<file path="src/rtl/apb2up_bridge_pkg.sv">
// Shared definitions for the APB-to-up bridge.
//   state_e : FSM state encoding (IDLE/REQ/WAIT/RESP)
//   clog2   : ceiling log2, used to size the timeout counter from G_TMO
package apb2up_bridge_pkg;

  typedef enum logic [1:0] {
    S_IDLE = 2'd0,
    S_REQ  = 2'd1,
    S_WAIT = 2'd2,
    S_RESP = 2'd3
  } state_e;

  function automatic int clog2(input int value);
    int res;
    res = 0;
    while ((1 << res) < value) res++;
    return res;
  endfunction

endpackage

</file>
<file path="src/rtl/apb2up_bridge_tmo.sv">
// Timeout counter for the bridge WAIT state.
//   clk       : clock
//   rst       : synchronous reset, active high
//   clr_i     : synchronous clear (asserted while the bridge is in REQ)
//   en_i      : count enable (asserted while the bridge is in WAIT)
//   tmo_hit_o : high in an enabled cycle where the count has reached G_TMO-1
module apb2up_tmo
  import apb2up_bridge_pkg::*;
#(
  parameter int G_TMO = 256,
  parameter int CW    = clog2(G_TMO)
) (
  input  logic clk,
  input  logic rst,
  input  logic clr_i,
  input  logic en_i,
  output logic tmo_hit_o
);

  localparam logic [CW-1:0] TERM = CW'(G_TMO - 1);

  logic [CW-1:0] cnt_q;
  logic [CW-1:0] cnt_d;

  // The counter parks at the terminal value so it can never wrap.
  always_comb begin
    cnt_d = cnt_q;
    if (clr_i) begin
      cnt_d = '0;
    end else if (en_i && (cnt_q != TERM)) begin
      cnt_d = cnt_q + CW'(1);
    end
  end

  always_ff @(posedge clk) begin
    if (rst) begin
      cnt_q <= '0;
    end else begin
      cnt_q <= cnt_d;
    end
  end

  assign tmo_hit_o = en_i && (cnt_q == TERM);

endmodule

</file>
<file path="src/rtl/apb2up_bridge.sv">
// APB3 slave to up-protocol master bridge, one outstanding access.
// Ports:
//   clk, rst          : single clock, synchronous active-high reset
//   psel, penable,
//   pwrite, paddr,
//   pwdata            : APB request inputs (sampled in IDLE only)
//   prdata, pready,
//   pslverr           : APB response; pready is a one-cycle pulse
//   upen, upa, upws,
//   uprs, updi        : up-side request; upen held for the whole access
//   updo, uprdy       : up-side completion
//   dbg_state         : current FSM state (apb2up_bridge_pkg::state_e encoding)
//
// Handshake: an APB access is accepted when psel&penable is seen in IDLE; the
// bridge answers with a single pready cycle in RESP, after which the master
// must drop penable. On the up side a single-cycle upws/uprs opens the access,
// upen stays high until uprdy (honoured only in WAIT) or timeout.
module apb2up_bridge
  import apb2up_bridge_pkg::*;
#(
  parameter int G_ADDR  = 10,
  parameter int G_WIDTH = 32,
  parameter int G_PADDR = 32,
  parameter int G_TMO   = 256
) (
  input  logic               clk,
  input  logic               rst,
  input  logic               psel,
  input  logic               penable,
  input  logic               pwrite,
  input  logic [G_PADDR-1:0] paddr,
  input  logic [G_WIDTH-1:0] pwdata,
  output logic [G_WIDTH-1:0] prdata,
  output logic               pready,
  output logic               pslverr,
  output logic               upen,
  output logic [G_ADDR-1:0]  upa,
  output logic               upws,
  output logic               uprs,
  output logic [G_WIDTH-1:0] updi,
  input  logic [G_WIDTH-1:0] updo,
  input  logic               uprdy,
  output logic [1:0]         dbg_state
);

  state_e             state_q, state_d;
  logic               err_q, err_d;
  logic               pwrite_q, pwrite_d;
  logic [G_ADDR-1:0]  upa_q, upa_d;
  logic [G_WIDTH-1:0] updi_q, updi_d;
  logic [G_WIDTH-1:0] prdata_q, prdata_d;
  logic               tmo_hit;
  logic               addr_bad;

  // Address must be word aligned and fit inside the up word-address space.
  assign addr_bad = (paddr[1:0] != 2'b00) || (|(paddr >> (G_ADDR + 2)));

  apb2up_tmo #(
    .G_TMO (G_TMO)
  ) u_tmo (
    .clk       (clk),
    .rst       (rst),
    .clr_i     (state_q == S_REQ),
    .en_i      (state_q == S_WAIT),
    .tmo_hit_o (tmo_hit)
  );

  always_comb begin
    state_d  = state_q;
    err_d    = err_q;
    pwrite_d = pwrite_q;
    upa_d    = upa_q;
    updi_d   = updi_q;
    prdata_d = prdata_q;
    case (state_q)
      S_IDLE: begin
        if (psel && penable) begin
          pwrite_d = pwrite;
          upa_d    = paddr[G_ADDR+1:2];
          updi_d   = pwdata;
          if (addr_bad) begin
            err_d    = 1'b1;
            prdata_d = '0;
            state_d  = S_RESP;
          end else begin
            state_d = S_REQ;
          end
        end
      end
      S_REQ: begin
        state_d = S_WAIT;
      end
      S_WAIT: begin
        // uprdy is checked first so it wins over a same-cycle timeout.
        if (uprdy) begin
          err_d    = 1'b0;
          prdata_d = pwrite_q ? '0 : updo;
          state_d  = S_RESP;
        end else if (tmo_hit) begin
          err_d    = 1'b1;
          prdata_d = '0;
          state_d  = S_RESP;
        end
      end
      S_RESP: begin
        state_d = S_IDLE;
      end
      default: begin
        state_d = S_IDLE;
      end
    endcase
  end

  always_ff @(posedge clk) begin
    if (rst) begin
      state_q  <= S_IDLE;
      err_q    <= 1'b0;
      pwrite_q <= 1'b0;
      upa_q    <= '0;
      updi_q   <= '0;
      prdata_q <= '0;
    end else begin
      state_q  <= state_d;
      err_q    <= err_d;
      pwrite_q <= pwrite_d;
      upa_q    <= upa_d;
      updi_q   <= updi_d;
      prdata_q <= prdata_d;
    end
  end

  // Moore decodes of the registered state.
  assign upen      = (state_q == S_REQ) || (state_q == S_WAIT);
  assign upws      = (state_q == S_REQ) && pwrite_q;
  assign uprs      = (state_q == S_REQ) && !pwrite_q;
  assign pready    = (state_q == S_RESP);
  assign pslverr   = (state_q == S_RESP) && err_q;
  assign prdata    = prdata_q;
  assign upa       = upa_q;
  assign updi      = updi_q;
  assign dbg_state = state_q;

endmodule

</file>
<file path="config.mk">
export PLATFORM = sky130hd
export DESIGN_NAME = apb2up_bridge
export DESIGN_NICKNAME = d
export VERILOG_FILES = /design/src/rtl/apb2up_bridge_pkg.sv /design/src/rtl/apb2up_bridge_tmo.sv /design/src/rtl/apb2up_bridge.sv
export SDC_FILE = /design/constraint.sdc
export NUM_CORES = 1
export LEC_CHECK = 0
export CORE_ASPECT_RATIO = 1.2
export CORE_UTILIZATION = 60
export DETAILED_ROUTE_END_ITERATION = 12
export DONT_BUFFER_PORTS = 1
export GPL_ROUTABILITY_DRIVEN = 0
export GPL_TIMING_DRIVEN = 1
export PLACE_DENSITY = 0.76
export SLEW_MARGIN = 20
export SYNTH_ARGS = -nofsm -noshare
export SYNTH_HDL_FRONTEND = slang
export SYNTH_SLANG_ARGS = --single-unit
</file>
<file path="constraint.sdc">
create_clock -name clk -period 3 [get_ports clk]
set_clock_uncertainty 0.15 [all_clocks]
set_input_delay 0.6 -clock clk [delete_from_list [all_inputs] [get_ports clk]]
set_output_delay 0.6 -clock clk [all_outputs]
set_load 0.02 [all_outputs]
</file>
**Word level (Yosys, flattened, before mapping)**

Cells that the tools add are included.
W data, S select, Z words.

- Register bits: 86
- Input bits: 102

- Add/sub/neg operators: 1
- Equal/unequal tests: 8
- Muxes and demuxes: 16
- Reduce and logical (&&, ||, !) cells: 17

Operators by type and width:

| kind | number |
|---|---|
| $mux W32 | 5 |
| $pmux W32 S2 | 1 |
| $reduce_or A20 Y1 | 1 |
| $add A8 B1 Y8 const B | 1 |
| $eq A8 B8 Y1 const B | 1 |
| $mux W2 | 4 |
| $ne A8 B8 Y1 const B | 1 |
| $pmux W2 S4 | 1 |
| $logic_and A1 B1 Y1 | 6 |
| $eq A2 B2 Y1 const B | 2 |
| $mux W1 | 4 |
| $ne A2 B2 Y1 const B | 2 |
| $reduce_and A2 Y1 | 2 |
| $reduce_and A4 Y1 | 1 |
| $reduce_bool A2 Y1 | 2 |
| $ne A3 B3 Y1 const B | 1 |
| $eq A2 B1 Y1 const B | 1 |
| $logic_not A2 Y1 | 1 |
| $logic_or A1 B1 Y1 | 2 |
| $pmux W1 S2 | 1 |
| $reduce_or A2 Y1 | 1 |
| $logic_not A1 Y1 | 1 |

**Longest topological paths before layout**

Gate-level depths: netlist (run 1).

- Word-level depth: 5
- Mapped depth: 8
- Depth with buffers taken out: 7

**By module**

Synthesis (run 1) repeated with hierarchy kept, for this count alone.

- Cells, all modules: 418
- Area total of the unflattened synthesis: 3540.9 um^2

By module, submodules not included:

| module | instances | cells each | area an instance (um^2) |
|---|---|---|---|
| apb2up_bridge | 1 | 369 | 3106.7 |
| apb2up_tmo | 1 | 49 | 434.2 |

**Worst setup path after synthesis (run 1)**

Ideal clock, no wire load.

- Path type: register to register
- Start point: register state_q[0] (netlist: dbg_state[0])
- End point: register prdata_q[10] (netlist: prdata[10])
- Library setup time: 118 ps
- Arrival: 1636 ps
- Slack: 1096 ps
- Stages on the path, launching flop included: 9
- Buffers on the path: 2
- Clock period less this slack: 1904 ps
- Cells stage by stage: dfxtp_1 inv_1 ha_1 and3_1 buf_2 o22ai_4 nor2_8 buf_12 mux2i_1

- Longest elaborated chain between the ends: 4

RTL lines:

| what | RTL line | RTL |
|---|---|---|
| start, declared | apb2up_bridge.sv:46 | `state_e state_q, state_d;` |
| start signal, assigned | apb2up_bridge.sv:123 | `state_q <= state_d;` |
| $eq A2 B2 Y1 | apb2up_bridge.sv:64, apb2up_bridge.sv:75 |  |
| $logic_and A1 B1 Y1 | apb2up_bridge_tmo.sv:43 | `assign tmo_hit_o = en_i && (cnt_q == TERM);` |
| $ne A3 B3 Y1 (no source line) | - |  |
| $reduce_and A4 Y1 (no source line) | - |  |
| end signal, assigned | apb2up_bridge.sv:128 | `prdata_q <= prdata_d;` |
| end, declared | apb2up_bridge.sv:51 | `logic [G_WIDTH-1:0] prdata_q, prdata_d;` |

Several ways; a longest one is shown, not always the timed one.
A chain may end at the register's enable or synchronous reset.

**Final worst setup path (run 1)**

- Start point: register state_q[1] (netlist: dbg_state[1])
- End point: output port pslverr

- Longest elaborated chain between the ends: 2

RTL lines:

| what | RTL line | RTL |
|---|---|---|
| $eq A2 B2 Y1 | - |  |
| via pready | apb2up_bridge.sv:34 | `output logic pready,` |
| $logic_and A1 B1 Y1 | apb2up_bridge.sv:137 | `assign pslverr = (state_q == S_RESP) && err_q;` |
| end, declared | apb2up_bridge.sv:35 | `output logic pslverr,` |

The timed path passes the listed nets, and every way through them passes these cells.

==> report_table.html, run 1 <==
<table>
<tr><th>Metric</th><th>Value</th></tr>
<tr><th colspan="2">STA</th></tr>
<tr><td>Period Utilization, post-route</td><td>78.3%</td></tr>
<tr><td>Final Hold Viols</td><td>0</td></tr>
<tr><td># setup viols final</td><td>0</td></tr>
<tr><td>Post-layout minimum cycle time</td><td>2350 ps</td></tr>
<tr><td>Worst path setup slack after routing</td><td>651 ps</td></tr>
<tr><td>Slew at the pin closest to its max-slew limit</td><td>527 ps</td></tr>
<tr><td>Maximum clock frequency</td><td>426 MHz</td></tr>
<tr><td>RSZ-0062 raised after global routing</td><td>no</td></tr>
<tr><td>Worst-case headroom to the max-slew limit</td><td>64.5%</td></tr>
<tr><td>Count of pins over their slew limit</td><td>0</td></tr>
<tr><td>Setup total negative slack</td><td>0 ps</td></tr>
<tr><th colspan="2">Placement</th></tr>
<tr><td>Post-placement setup slack</td><td>751 ps</td></tr>
<tr><td>Cell Count Post-Placement</td><td>448</td></tr>
<tr><td>IO Port Bufs</td><td>0</td></tr>
<tr><td>Post-detailed-placement half-perimeter wirelength</td><td>5.05 mm</td></tr>
<tr><th colspan="2">Synth</th></tr>
<tr><td>#FFs+latches synth</td><td>86</td></tr>
<tr><td>Unique masters post-synth</td><td>38</td></tr>
<tr><td>Post-Synthesis Cells</td><td>405</td></tr>
<tr><td>Mapped Area</td><td>3460 um^2</td></tr>
<tr><td>Syn. warnings</td><td>0</td></tr>
<tr><td>Syn nets</td><td>513</td></tr>
<tr><td>Synthesized area divided by synthesized cell count</td><td>8.55 um^2</td></tr>
<tr><td>Post-synthesis sequential area ratio</td><td>49.7%</td></tr>
<tr><th colspan="2">Cells and area</th></tr>
<tr><td>Count of nets after finishing</td><td>505</td></tr>
<tr><td>Count of fill cells added during filler insertion</td><td>448</td></tr>
<tr><td>ANT cells</td><td>0</td></tr>
<tr><td>Post-Layout Cell Count</td><td>464</td></tr>
<tr><td>Fraction of final layout cells with drive strength greater than 1</td><td>7.71%</td></tr>
<tr><td>Post-synthesis to final-layout area growth</td><td>7.23%</td></tr>
<tr><th colspan="2">CTS</th></tr>
<tr><td>Root buffer selected by CTS</td><td>clkbuf_8</td></tr>
<tr><td>Clock latency at the later pin of the worst-skew pair</td><td>350 ps</td></tr>
<tr><td>CTS Hold Bufs</td><td>0</td></tr>
<tr><td>Number of instances resized during post-cts repair</td><td>0</td></tr>
<tr><td>Number of buffers added by the clock tree synthesis step</td><td>9</td></tr>
<tr><td>Depth of the CTS H-tree</td><td>3</td></tr>
<tr><td>CTS tree</td><td>yes</td></tr>
<tr><td>Number of sinks on the clock net</td><td>86</td></tr>
<tr><td>Post-CTS Repair Setup Buffers</td><td>0</td></tr>
<tr><td>Number of buffers on the longest clock path</td><td>2</td></tr>
<tr><td>Clock edge transition at the registers on the reported setup and hold paths</td><td>90 ps</td></tr>
<tr><th colspan="2">Die</th></tr>
<tr><td>Die Y</td><td>85.2 um</td></tr>
<tr><td>Top-Level Pins</td><td>183</td></tr>
<tr><td>Die outline area</td><td>6080 um^2</td></tr>
<tr><td>Die span in x</td><td>71.3 um</td></tr>
<tr><td>Initial Utilization</td><td>64.0%</td></tr>
<tr><td>Std-Cell Core Area</td><td>5410 um^2</td></tr>
<tr><td>Number of rows created at floorplan</td><td>29</td></tr>
<tr><th colspan="2">Routing</th></tr>
<tr><td>Number of routed nets with antenna violations</td><td>0</td></tr>
<tr><td>Average wire per cell in the routed design</td><td>15.7 um</td></tr>
<tr><td>Post-Route WL</td><td>7.30 mm</td></tr>
<tr><td>Via count</td><td>2,640</td></tr>
<tr><td>Count of TritonRoute iterations in the first routing pass</td><td>9</td></tr>
<tr><td>Post-DR vias/cell</td><td>5.69</td></tr>
<tr><td>Detailed-route DRC error count</td><td>12</td></tr>
<tr><td>Iter 0 DRT Violations</td><td>108</td></tr>
<tr><th colspan="2">GRT</th></tr>
<tr><td>Global router's overall resource usage</td><td>24.0%</td></tr>
<tr><td>Wire length of the first global-routing pass</td><td>11.3 mm</td></tr>
<tr><td>Initial antenna violation count</td><td>0</td></tr>
<tr><td>GRT overflow</td><td>0</td></tr>
<tr><td>Maximum number of pins on one net before global-route repair</td><td>48</td></tr>
<tr><td>Vias in the first global route</td><td>2,459</td></tr>
<tr><th colspan="2">Setup path</th></tr>
<tr><td>Crit. End Element</td><td>output pin</td></tr>
<tr><td>Worst setup SP type</td><td>flip-flop</td></tr>
<tr><td>Largest fanout on the critical path</td><td>5</td></tr>
<tr><td>Type of the worst setup path</td><td>flip-flop to output pin</td></tr>
<tr><td>CP arrival</td><td>1600 ps</td></tr>
<tr><td>Req. time, crit path</td><td>2250 ps</td></tr>
<tr><th colspan="2">Power</th></tr>
<tr><td>Max rail drop VDD</td><td>0.518 mV</td></tr>
<tr><td>PwrDens</td><td>828 nW/um^2</td></tr>
<tr><td>Static power due to leakage</td><td>1.28 nW</td></tr>
<tr><th colspan="2">Run</th></tr>
<tr><td>Total of max-cap violations</td><td>0</td></tr>
<tr><th colspan="2">Hold path</th></tr>
<tr><td>Class of the tightest hold or removal check</td><td>input port to flip-flop</td></tr>
<tr><th colspan="2">Run status</th></tr>
<tr><td>Violations in the final reports</td><td>design-rule violations</td></tr>
<tr><td>Result of the run</td><td>finished, violations left</td></tr>
</table>
metrics by stage:
step	instance area (um^2)	util, %	power (mW)	hold slack [ps]
detailed placement	3460	63.9	2.09	363
finish	3710	68.7	3.07	166
global route	3710	68.7	3.23	133
floorplan	3460	-	2.04	319
global placement	3460	63.9	2.08	352
CTS	3710	68.7	3.10	144
layout make-up:
type | count | area, um^2 | area share, %
flip-flops and latches | 86 | 1720 | 46.4
multi-input cells | 292 | 1600 | 43.0
clock buffers | 12 | 155 | 4.18
clock inverters | 4 | 101 | 2.73
well taps | 62 | 77.6 | 2.09
repair buffers | 5 | 50.0 | 1.35
inverters | 3 | 11.3 | 0.303
flip-flops by register name (all words and copies together) (netlist names):
name,flops
u_tmo.cnt_q,8
prdata,32
dbg_state,2
upa,10
pwrite_q,1
updi,32
err_q,1
layout by cell type (no fill, tap or decap), types with 2 or more instances in the layout:
cell       synthesis  layout
dfxtp_1           86      86
inv_1              2       2
a21oi_1           44      44
nor3_1             3       3
nand4_1            2       2
clkbuf_8           0      11
nor2_1             8       8
o21ai_0            2       2
nand2_1          158     158
nand3_1            5       5
mux2i_1           33      33
xor2_1             2       2
xnor2_1            4       4
bufinv_16          0       3
nor4_1             5       5
buf_4              0       4
and2_1             2       2
ha_1               6       6
report_power, final:
group	leakage, nW	internal [mW]	switching (mW)	total (mW)
Combinational	0.457	0.254	0.394	0.648
Clock	0.129	0.605	0.396	1.00
Sequential	0.697	1.24	0.182	1.42
Total	1.28	2.10	0.972	3.07
kinds of logic after synthesis:
kind of cell             after synthesis  synth area share [%]
AND/OR/NAND/NOR                      194                  23.7
flip-flops                            86                  49.7
AO/OA/AOI/OAI                         53                  8.93
multiplexers                          33                  9.54
buffers and inverters                 27                  4.37
XOR/XNOR                               6                  1.52
adder cells (fa/ha/maj)                6                  2.17
Yosys cell counts:
master	instances	area [um^2]
a21oi_1	44	220
a31o_2	1	8.76
a31oi_1	1	6.26
and2_1	2	12.5
and2b_1	1	7.51
and3_1	1	6.26
and3_2	1	7.51
and4_2	1	10.0
buf_1	4	15.0
buf_12	3	60.1
buf_2	1	5.00
clkbuf_1	16	60.1
clkinv_1	1	3.75
dfxtp_1	86	1720
ha_1	6	75.1
inv_1	2	7.51
mux2i_1	33	330
nand2_1	158	593
nand3_1	5	25.0
nand3_2	1	10.0
nand4_1	2	12.5
nor2_1	8	30.0
nor2_4	1	11.3
nor2_8	1	20.0
nor2b_1	1	6.26
nor3_1	3	15.0
nor3_2	1	10.0
nor4_1	5	31.3
o21ai_0	2	10.0
o21ai_4	1	16.3
o221a_1	1	11.3
o22ai_1	1	6.26
o22ai_4	1	20.0
o311a_1	1	10.0
or2_2	1	6.26
or3_2	1	7.51
xnor2_1	4	35.0
xor2_1	2	17.5
worst max-delay path, stage by stage (launching register included):
cell,delay (ps)
dfxtp_1,550
ha_1,400
and2_1,310
metal layers:
| layer | up-vias | global-route usage (%) | part of all wire, % |
|---|---|---|---|
| met5 | - | 0 | 0 |
| met4 | 0 | 11.3 | 1.8 |
| met3 | 13 | 8.91 | 9.7 |
| met2 | 109 | 40.1 | 49 |
| met1 | 1204 | 27.0 | 39 |
| li1 | 1314 | - | - |
final timing paths:
check / depth (start not counted) / to / slack, ps / start
hold reg to reg: 2 / pwrite_q$_SDFFE_PP0P_ / 370 / pwrite_q$_SDFFE_PP0P_
hold / removal: 1 / updi[7]$_SDFFE_PP0P_ / 170 / rst
setup reg to reg: 7 / prdata[9]$_SDFFE_PP0P_ / 700 / dbg_state[1]$_SDFFE_PP0P_
setup / recovery: 2 / pslverr / 650 / dbg_state[1]$_SDFFE_PP0P_
Power figures use the tool's default switching activity.
==> run 2, diff against run 1 <==
Clock period 3 ns to 2.3 ns, I/O delays scaled along.
==> run 2 against run 1 <==
Critical path depth increased by 1. The flow still finishes with violations (design-rule violations). Count of clock-buffer cells in the layout down 2. Sequential power up 29%. Flip-flop and latch count stayed put. Design area fell by 0.44%. Non-clock buffer count grew 4. Via count decreased by 0.72%. First-iteration DRC count shrank 13%. Register-to-register slack got worse by 400 ps.
==> report_table.html, run 2 (same netlist as run 1, synthesis figures left out) <==
<table>
<tr><th>Metric</th><th>Value</th></tr>
<tr><th colspan="2">Placement</th></tr>
<tr><td>IO Port Bufs</td><td>0 (unchanged)</td></tr>
<tr><td>Post-detailed-placement half-perimeter wirelength</td><td>5.16 mm (was 5.05 mm)</td></tr>
<tr><td>Placed cell areas</td><td>3500 um^2 (was 3460 um^2)</td></tr>
<tr><th colspan="2">Die</th></tr>
<tr><td>Initial Utilization</td><td>64.0% (unchanged)</td></tr>
<tr><td>Number of rows created at floorplan</td><td>29 (unchanged)</td></tr>
<tr><td>Die Y</td><td>85.2 um (unchanged)</td></tr>
<tr><td>Std-Cell Core Area</td><td>5410 um^2 (unchanged)</td></tr>
<tr><td>Top-Level Pins</td><td>183 (unchanged)</td></tr>
<tr><td>Die span in x</td><td>71.3 um (unchanged)</td></tr>
<tr><td>Die outline area</td><td>6080 um^2 (unchanged)</td></tr>
<tr><th colspan="2">Routing</th></tr>
<tr><td>Post-DR vias/cell</td><td>5.60 (was 5.69)</td></tr>
<tr><td>Average wire per cell in the routed design</td><td>15.3 um (was 15.7 um)</td></tr>
<tr><td>Post-Route WL</td><td>7.16 mm (was 7.30 mm)</td></tr>
<tr><td>Number of routed nets with antenna violations</td><td>0 (unchanged)</td></tr>
<tr><td>Count of TritonRoute iterations in the first routing pass</td><td>8 (was 9)</td></tr>
<tr><td>Detailed-route DRC error count</td><td>12 (unchanged)</td></tr>
<tr><td>Via count</td><td>2,621 (was 2,640)</td></tr>
<tr><td>Iter 0 DRT Violations</td><td>94 (was 108)</td></tr>
<tr><th colspan="2">Power</th></tr>
<tr><td>Max rail drop VDD</td><td>0.637 mV (was 0.518 mV)</td></tr>
<tr><td>Static power due to leakage</td><td>1.27 nW (was 1.28 nW)</td></tr>
<tr><td>PwrDens</td><td>1020 nW/um^2 (was 828 nW/um^2)</td></tr>
<tr><th colspan="2">CTS</th></tr>
<tr><td>CTS tree</td><td>yes (unchanged)</td></tr>
<tr><td>Number of sinks on the clock net</td><td>86 (unchanged)</td></tr>
<tr><td>CTS Hold Bufs</td><td>0 (unchanged)</td></tr>
<tr><td>Depth of the CTS H-tree</td><td>3 (unchanged)</td></tr>
<tr><td>Number of buffers on the longest clock path</td><td>2 (unchanged)</td></tr>
<tr><td>Clock latency at the later pin of the worst-skew pair</td><td>340 ps (was 350 ps)</td></tr>
<tr><td>Number of instances resized during post-cts repair</td><td>0 (unchanged)</td></tr>
<tr><td>Clock edge transition at the registers on the reported setup and hold paths</td><td>90 ps (about the same)</td></tr>
<tr><td>Root buffer selected by CTS</td><td>clkbuf_8 (unchanged)</td></tr>
<tr><td>Post-CTS Repair Setup Buffers</td><td>0 (unchanged)</td></tr>
<tr><td>Number of buffers added by the clock tree synthesis step</td><td>9 (unchanged)</td></tr>
<tr><th colspan="2">Setup path</th></tr>
<tr><td>CP arrival</td><td>1540 ps (was 1600 ps)</td></tr>
<tr><td>Largest fanout on the critical path</td><td>4 (was 5)</td></tr>
<tr><td>Worst R2R Path Depth</td><td>7 (unchanged)</td></tr>
<tr><td>Crit. End Element</td><td>output pin (unchanged)</td></tr>
<tr><td>Register-to-register setup slack</td><td>300 ps (was 700 ps)</td></tr>
<tr><td>Worst setup SP type</td><td>flip-flop (unchanged)</td></tr>
<tr><td>Endpoint of the worst-slack reg-to-reg timing path</td><td>prdata[10]$_SDFFE_PP0P_ (was prdata[9]$_SDFFE_PP0P_)</td></tr>
<tr><td>Req. time, crit path</td><td>1690 ps (was 2250 ps)</td></tr>
<tr><td>Beginning of the worst register-to-register path</td><td>u_tmo.cnt_q[0]$_SDFFE_PP0P_ (was dbg_state[1]$_SDFFE_PP0P_)</td></tr>
<tr><td>Type of the worst setup path</td><td>flip-flop to output pin (unchanged)</td></tr>
<tr><th colspan="2">Run status</th></tr>
<tr><td>Violations in the final reports</td><td>design-rule violations (unchanged)</td></tr>
<tr><td>Result of the run</td><td>finished, violations left (unchanged)</td></tr>
<tr><th colspan="2">STA</th></tr>
<tr><td>Post-layout minimum cycle time</td><td>2150 ps</td></tr>
<tr><td>RSZ-0062 raised after global routing</td><td>no (unchanged)</td></tr>
<tr><td>Maximum clock frequency</td><td>464 MHz</td></tr>
<tr><td>Setup total negative slack</td><td>0 ps (unchanged)</td></tr>
<tr><td>Slew at the pin closest to its max-slew limit</td><td>425 ps (was 527 ps)</td></tr>
<tr><td>Worst-case headroom to the max-slew limit</td><td>71.4% (was 64.5%)</td></tr>
<tr><td>Final Hold Viols</td><td>0 (unchanged)</td></tr>
<tr><td>Period Utilization, post-route</td><td>93.6%</td></tr>
<tr><td># setup viols final</td><td>0 (unchanged)</td></tr>
<tr><td>Count of pins over their slew limit</td><td>0 (unchanged)</td></tr>
<tr><th colspan="2">Cells and area</th></tr>
<tr><td>ANT cells</td><td>0 (unchanged)</td></tr>
<tr><td>Commonest cells after routing, fill and taps aside</td><td>158 x nand2_1, 86 x dfxtp_1, 44 x a21oi_1, 33 x mux2i_1, 9 x clkbuf_8 (was 158 x nand2_1, 86 x dfxtp_1, 44 x a21oi_1, 33 x mux2i_1, 11 x clkbuf_8)</td></tr>
<tr><td>Post-synthesis to final-layout area growth</td><td>6.76% (was 7.23%)</td></tr>
<tr><td>Most frequent standard cell in the layout excluding fill and tap cells</td><td>nand2_1 (unchanged)</td></tr>
<tr><td>Design Area, Final</td><td>3700 um^2 (was 3710 um^2)</td></tr>
<tr><td>Count of nets after finishing</td><td>509 (was 505)</td></tr>
<tr><td>Fraction of final layout cells with drive strength greater than 1</td><td>8.62% (was 7.71%)</td></tr>
<tr><th colspan="2">GRT</th></tr>
<tr><td>Vias in the first global route</td><td>2,407 (was 2,459)</td></tr>
<tr><td>Maximum number of pins on one net before global-route repair</td><td>48 (unchanged)</td></tr>
<tr><td>Global router's overall resource usage</td><td>23.3% (was 24.0%)</td></tr>
<tr><td>Initial antenna violation count</td><td>0 (unchanged)</td></tr>
<tr><td>GRT overflow</td><td>0 (unchanged)</td></tr>
<tr><td>Wire length of the first global-routing pass</td><td>11.1 mm (was 11.3 mm)</td></tr>
<tr><th colspan="2">Hold path</th></tr>
<tr><td>Worst hold path stage count</td><td>1 (unchanged)</td></tr>
<tr><td>Sink of the worst hold path</td><td>updi[7]$_SDFFE_PP0P_ (unchanged)</td></tr>
<tr><td>Hold_sp</td><td>rst (unchanged)</td></tr>
<tr><td>Class of the tightest hold or removal check</td><td>input port to flip-flop (unchanged)</td></tr>
<tr><th colspan="2">Run</th></tr>
<tr><td>Total of max-cap violations</td><td>0 (unchanged)</td></tr>
</table>
[run 2: changes by cell type in the layout (fill, tap and decap cells not counted), sizes merged]
cell	before	now
buf	5	9
clkinv	1	2
bufinv	3	1
inv	3	4
clkbuf	12	10
clkinvlp	0	2
[run 2: power breakdown]
group	internal (mW)	switching [mW]	leakage [nW]	total, mW
combinational	0.380	0.539	0.480	0.920
sequential	1.62	0.208	0.697	1.83
clock	0.512	0.527	0.0948	1.04
total	2.51	1.27	1.27	3.79
[run 2: per-layer routing]
metal / track usage, % / up-vias / routed length, um
li1: - / 1321 / -
met1: 26.9 / 1177 / 2840
met2: 40.0 / 113 / 3600
met3: 8.08 / 10 / 623
met4: 7.45 / 0 / 89
met5: 0 / - / 0
[run 2: worst max path at each step]
| stage | start | endpoint | slack [ps] | cells past startpoint |
|---|---|---|---|---|
| after floorplan | dbg_state[0]$_SDFFE_PP0P_ | prdata[10]$_SDFFE_PP0P_ | 400 | 8 |
| after CTS | dbg_state[1]$_SDFFE_PP0P_ | pslverr | 140 | 3 |
| after detailed placement | u_tmo.cnt_q[0]$_SDFFE_PP0P_ | prdata[10]$_SDFFE_PP0P_ | 280 | 7 |
| after global routing | dbg_state[1]$_SDFFE_PP0P_ | pslverr | 100 | 3 |
| final | dbg_state[1]$_SDFFE_PP0P_ | pslverr | 150 | 3 |
| after global placement | u_tmo.cnt_q[0]$_SDFFE_PP0P_ | prdata[6]$_SDFFE_PP0P_ | 380 | 7 |
[run 2: area by class of cell]
cell class	count	area, um^2
clock buffer	10	128
clock inverter	6	70.1
fill	448	1710
inverter	3	11.3
multi-input combinational	292	1600
sequential	86	1720
tap	62	77.6
timing repair buffer	9	92.6
[run 2: critical path, stage by stage (launching register included)]
cell and delay, ps:
dfxtp_1 380, buf_4 170, ha_1 340, and2_1 320
[run 2: per-stage QoR]
stage,power [mW],hold slack [ps],setup WS [ps],util [%],cells
after CTS,3.83,9.37,145,68.4,468
final,3.79,27.4,147,68.4,468
after global placement,2.77,354,385,64.7,452
after detailed placement,2.79,365,280,64.7,452
after global routing,3.99,1.10,98.0,68.4,468
after floorplan,2.66,319,396,-,405
==> run 3, diff against run 2 <==
Settings changed: PLACE_DENSITY 0.76 to unset, PLACE_DENSITY_LB_ADDON set to 0.1.
==> run 3 against run 2 <==
The flow still finishes with violations (design-rule violations). Wire length increased by 2.7%. Flip-flop and latch count unchanged. Count of clock-buffer cells in the layout unchanged. Worst hold slack got worse by 1.7 ps. Non-clock buffer count decreased by 1. First-iteration DRC count increased by 43%. Sequential power about the same. Combinational power decreased by 1%. Die area unchanged. Final cell count decreased by 0.21%. Critical path type unchanged. Largest cell class unchanged. Largest power group unchanged. Highest routed layer unchanged.
==> report_table.html, run 3 (same netlist as run 1, synthesis figures left out) <==
<table>
<tr><th>Metric</th><th>Value</th></tr>
<tr><th colspan="2">Run status</th></tr>
<tr><td>Result of the run</td><td>finished, violations left (unchanged)</td></tr>
<tr><td>Violations in the final reports</td><td>design-rule violations (unchanged)</td></tr>
<tr><th colspan="2">Power</th></tr>
<tr><td>Static power due to leakage</td><td>1.27 nW (about the same)</td></tr>
<tr><td>Max rail drop VDD</td><td>0.796 mV (was 0.637 mV)</td></tr>
<tr><td>Internal power summed over all cells</td><td>2.60 mW (was 2.51 mW)</td></tr>
<tr><td>Clock network fraction of design power</td><td>29.5% (was 27.4%)</td></tr>
<tr><td>PwrDens</td><td>1040 nW/um^2 (was 1020 nW/um^2)</td></tr>
<tr><td>Register share of total power</td><td>47.2% (was 48.3%)</td></tr>
<tr><td>Combinational Power Share</td><td>23.4% (was 24.3%)</td></tr>
<tr><td>Total net switching power</td><td>1.28 mW (was 1.27 mW)</td></tr>
<tr><td>Sw Ratio</td><td>33.0% (was 33.7%)</td></tr>
<tr><th colspan="2">Die</th></tr>
<tr><td>Die outline area</td><td>6080 um^2 (unchanged)</td></tr>
<tr><td>Die span in x</td><td>71.3 um (unchanged)</td></tr>
<tr><td>Top-Level Pins</td><td>183 (unchanged)</td></tr>
<tr><td>Initial Utilization</td><td>64.0% (unchanged)</td></tr>
<tr><td>Number of rows created at floorplan</td><td>29 (unchanged)</td></tr>
<tr><td>Die Y</td><td>85.2 um (unchanged)</td></tr>
<tr><td>Std-Cell Core Area</td><td>5410 um^2 (unchanged)</td></tr>
<tr><th colspan="2">Routing</th></tr>
<tr><td>Post-Route WL</td><td>7.36 mm (was 7.16 mm)</td></tr>
<tr><td>Via count</td><td>2,685 (was 2,621)</td></tr>
<tr><td>Detailed-route DRC error count</td><td>12 (unchanged)</td></tr>
<tr><td>Iter 0 DRT Violations</td><td>134 (was 94)</td></tr>
<tr><td>Post-DR vias/cell</td><td>5.75 (was 5.60)</td></tr>
<tr><td>Average wire per cell in the routed design</td><td>15.8 um (was 15.3 um)</td></tr>
<tr><td>Count of TritonRoute iterations in the first routing pass</td><td>8 (unchanged)</td></tr>
<tr><td>Number of routed nets with antenna violations</td><td>0 (unchanged)</td></tr>
<tr><th colspan="2">STA</th></tr>
<tr><td>Worst path setup slack after routing</td><td>212 ps (was 147 ps)</td></tr>
<tr><td>Period Utilization, post-route</td><td>90.8% (was 93.6%)</td></tr>
<tr><td>Final Hold Viols</td><td>0 (unchanged)</td></tr>
<tr><td>Post-layout minimum cycle time</td><td>2090 ps (was 2150 ps)</td></tr>
<tr><td>Worst-case headroom to the max-slew limit</td><td>69.9% (was 71.4%)</td></tr>
<tr><td>Maximum clock frequency</td><td>479 MHz (was 464 MHz)</td></tr>
<tr><td>Setup total negative slack</td><td>0 ps (unchanged)</td></tr>
<tr><td># setup viols final</td><td>0 (unchanged)</td></tr>
<tr><td>Count of pins over their slew limit</td><td>0 (unchanged)</td></tr>
<tr><td>RSZ-0062 raised after global routing</td><td>no (unchanged)</td></tr>
<tr><td>Slew at the pin closest to its max-slew limit</td><td>448 ps (was 425 ps)</td></tr>
<tr><th colspan="2">Cells and area</th></tr>
<tr><td>Commonest cells after routing, fill and taps aside</td><td>158 x nand2_1, 86 x dfxtp_1, 44 x a21oi_1, 33 x mux2i_1, 9 x clkbuf_8 (unchanged)</td></tr>
<tr><td>Count of fill cells added during filler insertion</td><td>462 (was 448)</td></tr>
<tr><td>ANT cells</td><td>0 (unchanged)</td></tr>
<tr><td>Post-Layout Cell Count</td><td>467 (was 468)</td></tr>
<tr><td>Design Area, Final</td><td>3710 um^2 (was 3700 um^2)</td></tr>
<tr><td>Post-synthesis to final-layout area growth</td><td>7.30% (was 6.76%)</td></tr>
<tr><td>Fraction of final layout cells with drive strength greater than 1</td><td>8.15% (was 8.62%)</td></tr>
<tr><td>Most frequent standard cell in the layout excluding fill and tap cells</td><td>nand2_1 (unchanged)</td></tr>
<tr><td>Count of nets after finishing</td><td>508 (was 509)</td></tr>
<tr><th colspan="2">Setup path</th></tr>
<tr><td>List of cells traversed by the critical path</td><td>buf_4 &gt; ha_1 &gt; and2_1 (unchanged)</td></tr>
<tr><td>Worst path slowest cell</td><td>dfxtp_1 (unchanged)</td></tr>
<tr><td>Stage delay of the slowest cell on the critical path</td><td>330 ps (was 380 ps)</td></tr>
<tr><td>Beginning of the worst register-to-register path</td><td>u_tmo.cnt_q[0]$_SDFFE_PP0P_ (unchanged)</td></tr>
<tr><td>Req. time, crit path</td><td>1690 ps (about the same)</td></tr>
<tr><td>Endpoint of the worst-slack reg-to-reg timing path</td><td>prdata[7]$_SDFFE_PP0P_ (was prdata[10]$_SDFFE_PP0P_)</td></tr>
<tr><td>Worst Path Buf+Inv</td><td>1 (unchanged)</td></tr>
<tr><td>Worst R2R Path Depth</td><td>7 (unchanged)</td></tr>
<tr><td>Family of cells with the greatest summed delay on the critical path</td><td>flip-flops (unchanged)</td></tr>
<tr><td>Number of cells on the critical path</td><td>3 (unchanged)</td></tr>
<tr><td>Worst setup SP type</td><td>flip-flop (unchanged)</td></tr>
<tr><td>Largest fanout on the critical path</td><td>3 (was 4)</td></tr>
<tr><td>Register-to-register setup slack</td><td>270 ps (was 300 ps)</td></tr>
<tr><td>Crit. End Element</td><td>output pin (unchanged)</td></tr>
<tr><td>CP arrival</td><td>1480 ps (was 1540 ps)</td></tr>
<tr><td>Type of the worst setup path</td><td>flip-flop to output pin (unchanged)</td></tr>
<tr><td>Setup crit end</td><td>pslverr (unchanged)</td></tr>
<tr><td>Worst setup path startpoint</td><td>dbg_state[0]$_SDFFE_PP0P_ (was dbg_state[1]$_SDFFE_PP0P_)</td></tr>
<tr><th colspan="2">GRT</th></tr>
<tr><td>Vias in the first global route</td><td>2,341 (was 2,407)</td></tr>
<tr><td>Global router's overall resource usage</td><td>23.9% (was 23.3%)</td></tr>
<tr><td>Maximum number of pins on one net before global-route repair</td><td>48 (unchanged)</td></tr>
<tr><td>Wire length of the first global-routing pass</td><td>11.2 mm (was 11.1 mm)</td></tr>
<tr><td>GRT overflow</td><td>0 (unchanged)</td></tr>
<tr><td>Initial antenna violation count</td><td>0 (unchanged)</td></tr>
<tr><th colspan="2">Hold path</th></tr>
<tr><td>Worst hold path stage count</td><td>1 (unchanged)</td></tr>
<tr><td>Class of the tightest hold or removal check</td><td>input port to flip-flop (unchanged)</td></tr>
<tr><th colspan="2">Placement</th></tr>
<tr><td>Cell Count Post-Placement</td><td>450 (was 452)</td></tr>
<tr><td>Post-placement setup slack</td><td>298 ps (was 280 ps)</td></tr>
<tr><td>IO Port Bufs</td><td>0 (unchanged)</td></tr>
<tr><td>Post-detailed-placement half-perimeter wirelength</td><td>5.23 mm (was 5.16 mm)</td></tr>
<tr><td>Placed cell areas</td><td>3480 um^2 (was 3500 um^2)</td></tr>
<tr><th colspan="2">CTS</th></tr>
<tr><td>Depth of the CTS H-tree</td><td>3 (unchanged)</td></tr>
<tr><td>Number of buffers on the longest clock path</td><td>2 (unchanged)</td></tr>
<tr><td>Clock latency at the later pin of the worst-skew pair</td><td>340 ps (about the same)</td></tr>
<tr><td>Number of instances resized during post-cts repair</td><td>0 (unchanged)</td></tr>
<tr><td>Number of buffers added by the clock tree synthesis step</td><td>9 (unchanged)</td></tr>
<tr><td>Clock edge transition at the registers on the reported setup and hold paths</td><td>80 ps (was 90 ps)</td></tr>
<tr><td>Number of sinks on the clock net</td><td>86 (unchanged)</td></tr>
<tr><td>Root buffer selected by CTS</td><td>clkbuf_8 (unchanged)</td></tr>
<tr><td>CTS tree</td><td>yes (unchanged)</td></tr>
<tr><th colspan="2">Run</th></tr>
<tr><td>Total of max-cap violations</td><td>0 (unchanged)</td></tr>
</table>
## run 3: cell count changes in the layout (fill, tap and decap cells not counted), sizes merged
cell,previous run,this run
inv,4,3
clkinv,2,1
dlygate4sd3,0,1
clkinvlp,2,3
buf,9,7
bufinv,1,2
## run 3: how the worst min path moves through the flow
| stage | from | to | slack [ps] |
|---|---|---|---|
| finish | rst | updi[4]$_SDFFE_PP0P_ | 30 |
| global route | rst | updi[12]$_SDFFE_PP0P_ | 0.7 |
| CTS | rst | upa[0]$_SDFFE_PP0P_ | 10 |
| detailed placement | pwrite_q$_SDFFE_PP0P_ | pwrite_q$_SDFFE_PP0P_ | 350 |
| global placement | pwrite_q$_SDFFE_PP0P_ | pwrite_q$_SDFFE_PP0P_ | 350 |
| floorplan | pwrite_q$_SDFFE_PP0P_ | pwrite_q$_SDFFE_PP0P_ | 320 |
## run 3: layout make-up
cell class / count / area, um^2 / share of cell area, %
clock buffer: 10 / 128 / 3.44
clock inverter: 6 / 93.8 / 2.53
sequential: 86 / 1720 / 46.3
timing repair buffer: 8 / 87.6 / 2.36
inverter: 3 / 11.3 / 0.303
tap: 62 / 77.6 / 2.09
multi-input combinational: 292 / 1600 / 42.9
## run 3: power groups by stage
| stage | clock network (mW) | logic [mW] | registers (mW) |
|---|---|---|---|
| floorplan | 0 | 0.792 | 1.86 |
| global placement | 0 | 0.889 | 1.86 |
| detailed placement | 0 | 0.904 | 1.87 |
| CTS | 1.18 | 0.911 | 1.83 |
| global route | 1.25 | 0.981 | 1.85 |
| finish | 1.14 | 0.907 | 1.83 |
## run 3: timing repair
item | 4_1_cts | 5_1_grt
setup buffers | 0 | 0
hold endpoints to repair | 0 | 2
hold buffers | 0 | 1
## run 3: metal layers
metal  global-route usage (%)  wire, um
met4                     12.4       165
met1                     29.7      3010
met2                     37.8      3540
met3                     6.65       645
met5                        0         0
## run 3: through the flow
step | utilization [%] | power, mW | hold slack, ps
after floorplan | - | 2.66 | 319
after global placement | 64.4 | 2.75 | 345
after detailed placement | 64.4 | 2.77 | 350
after CTS | 68.5 | 3.92 | 14.1
after global routing | 68.7 | 4.08 | 0.737
final | 68.7 | 3.88 | 25.7
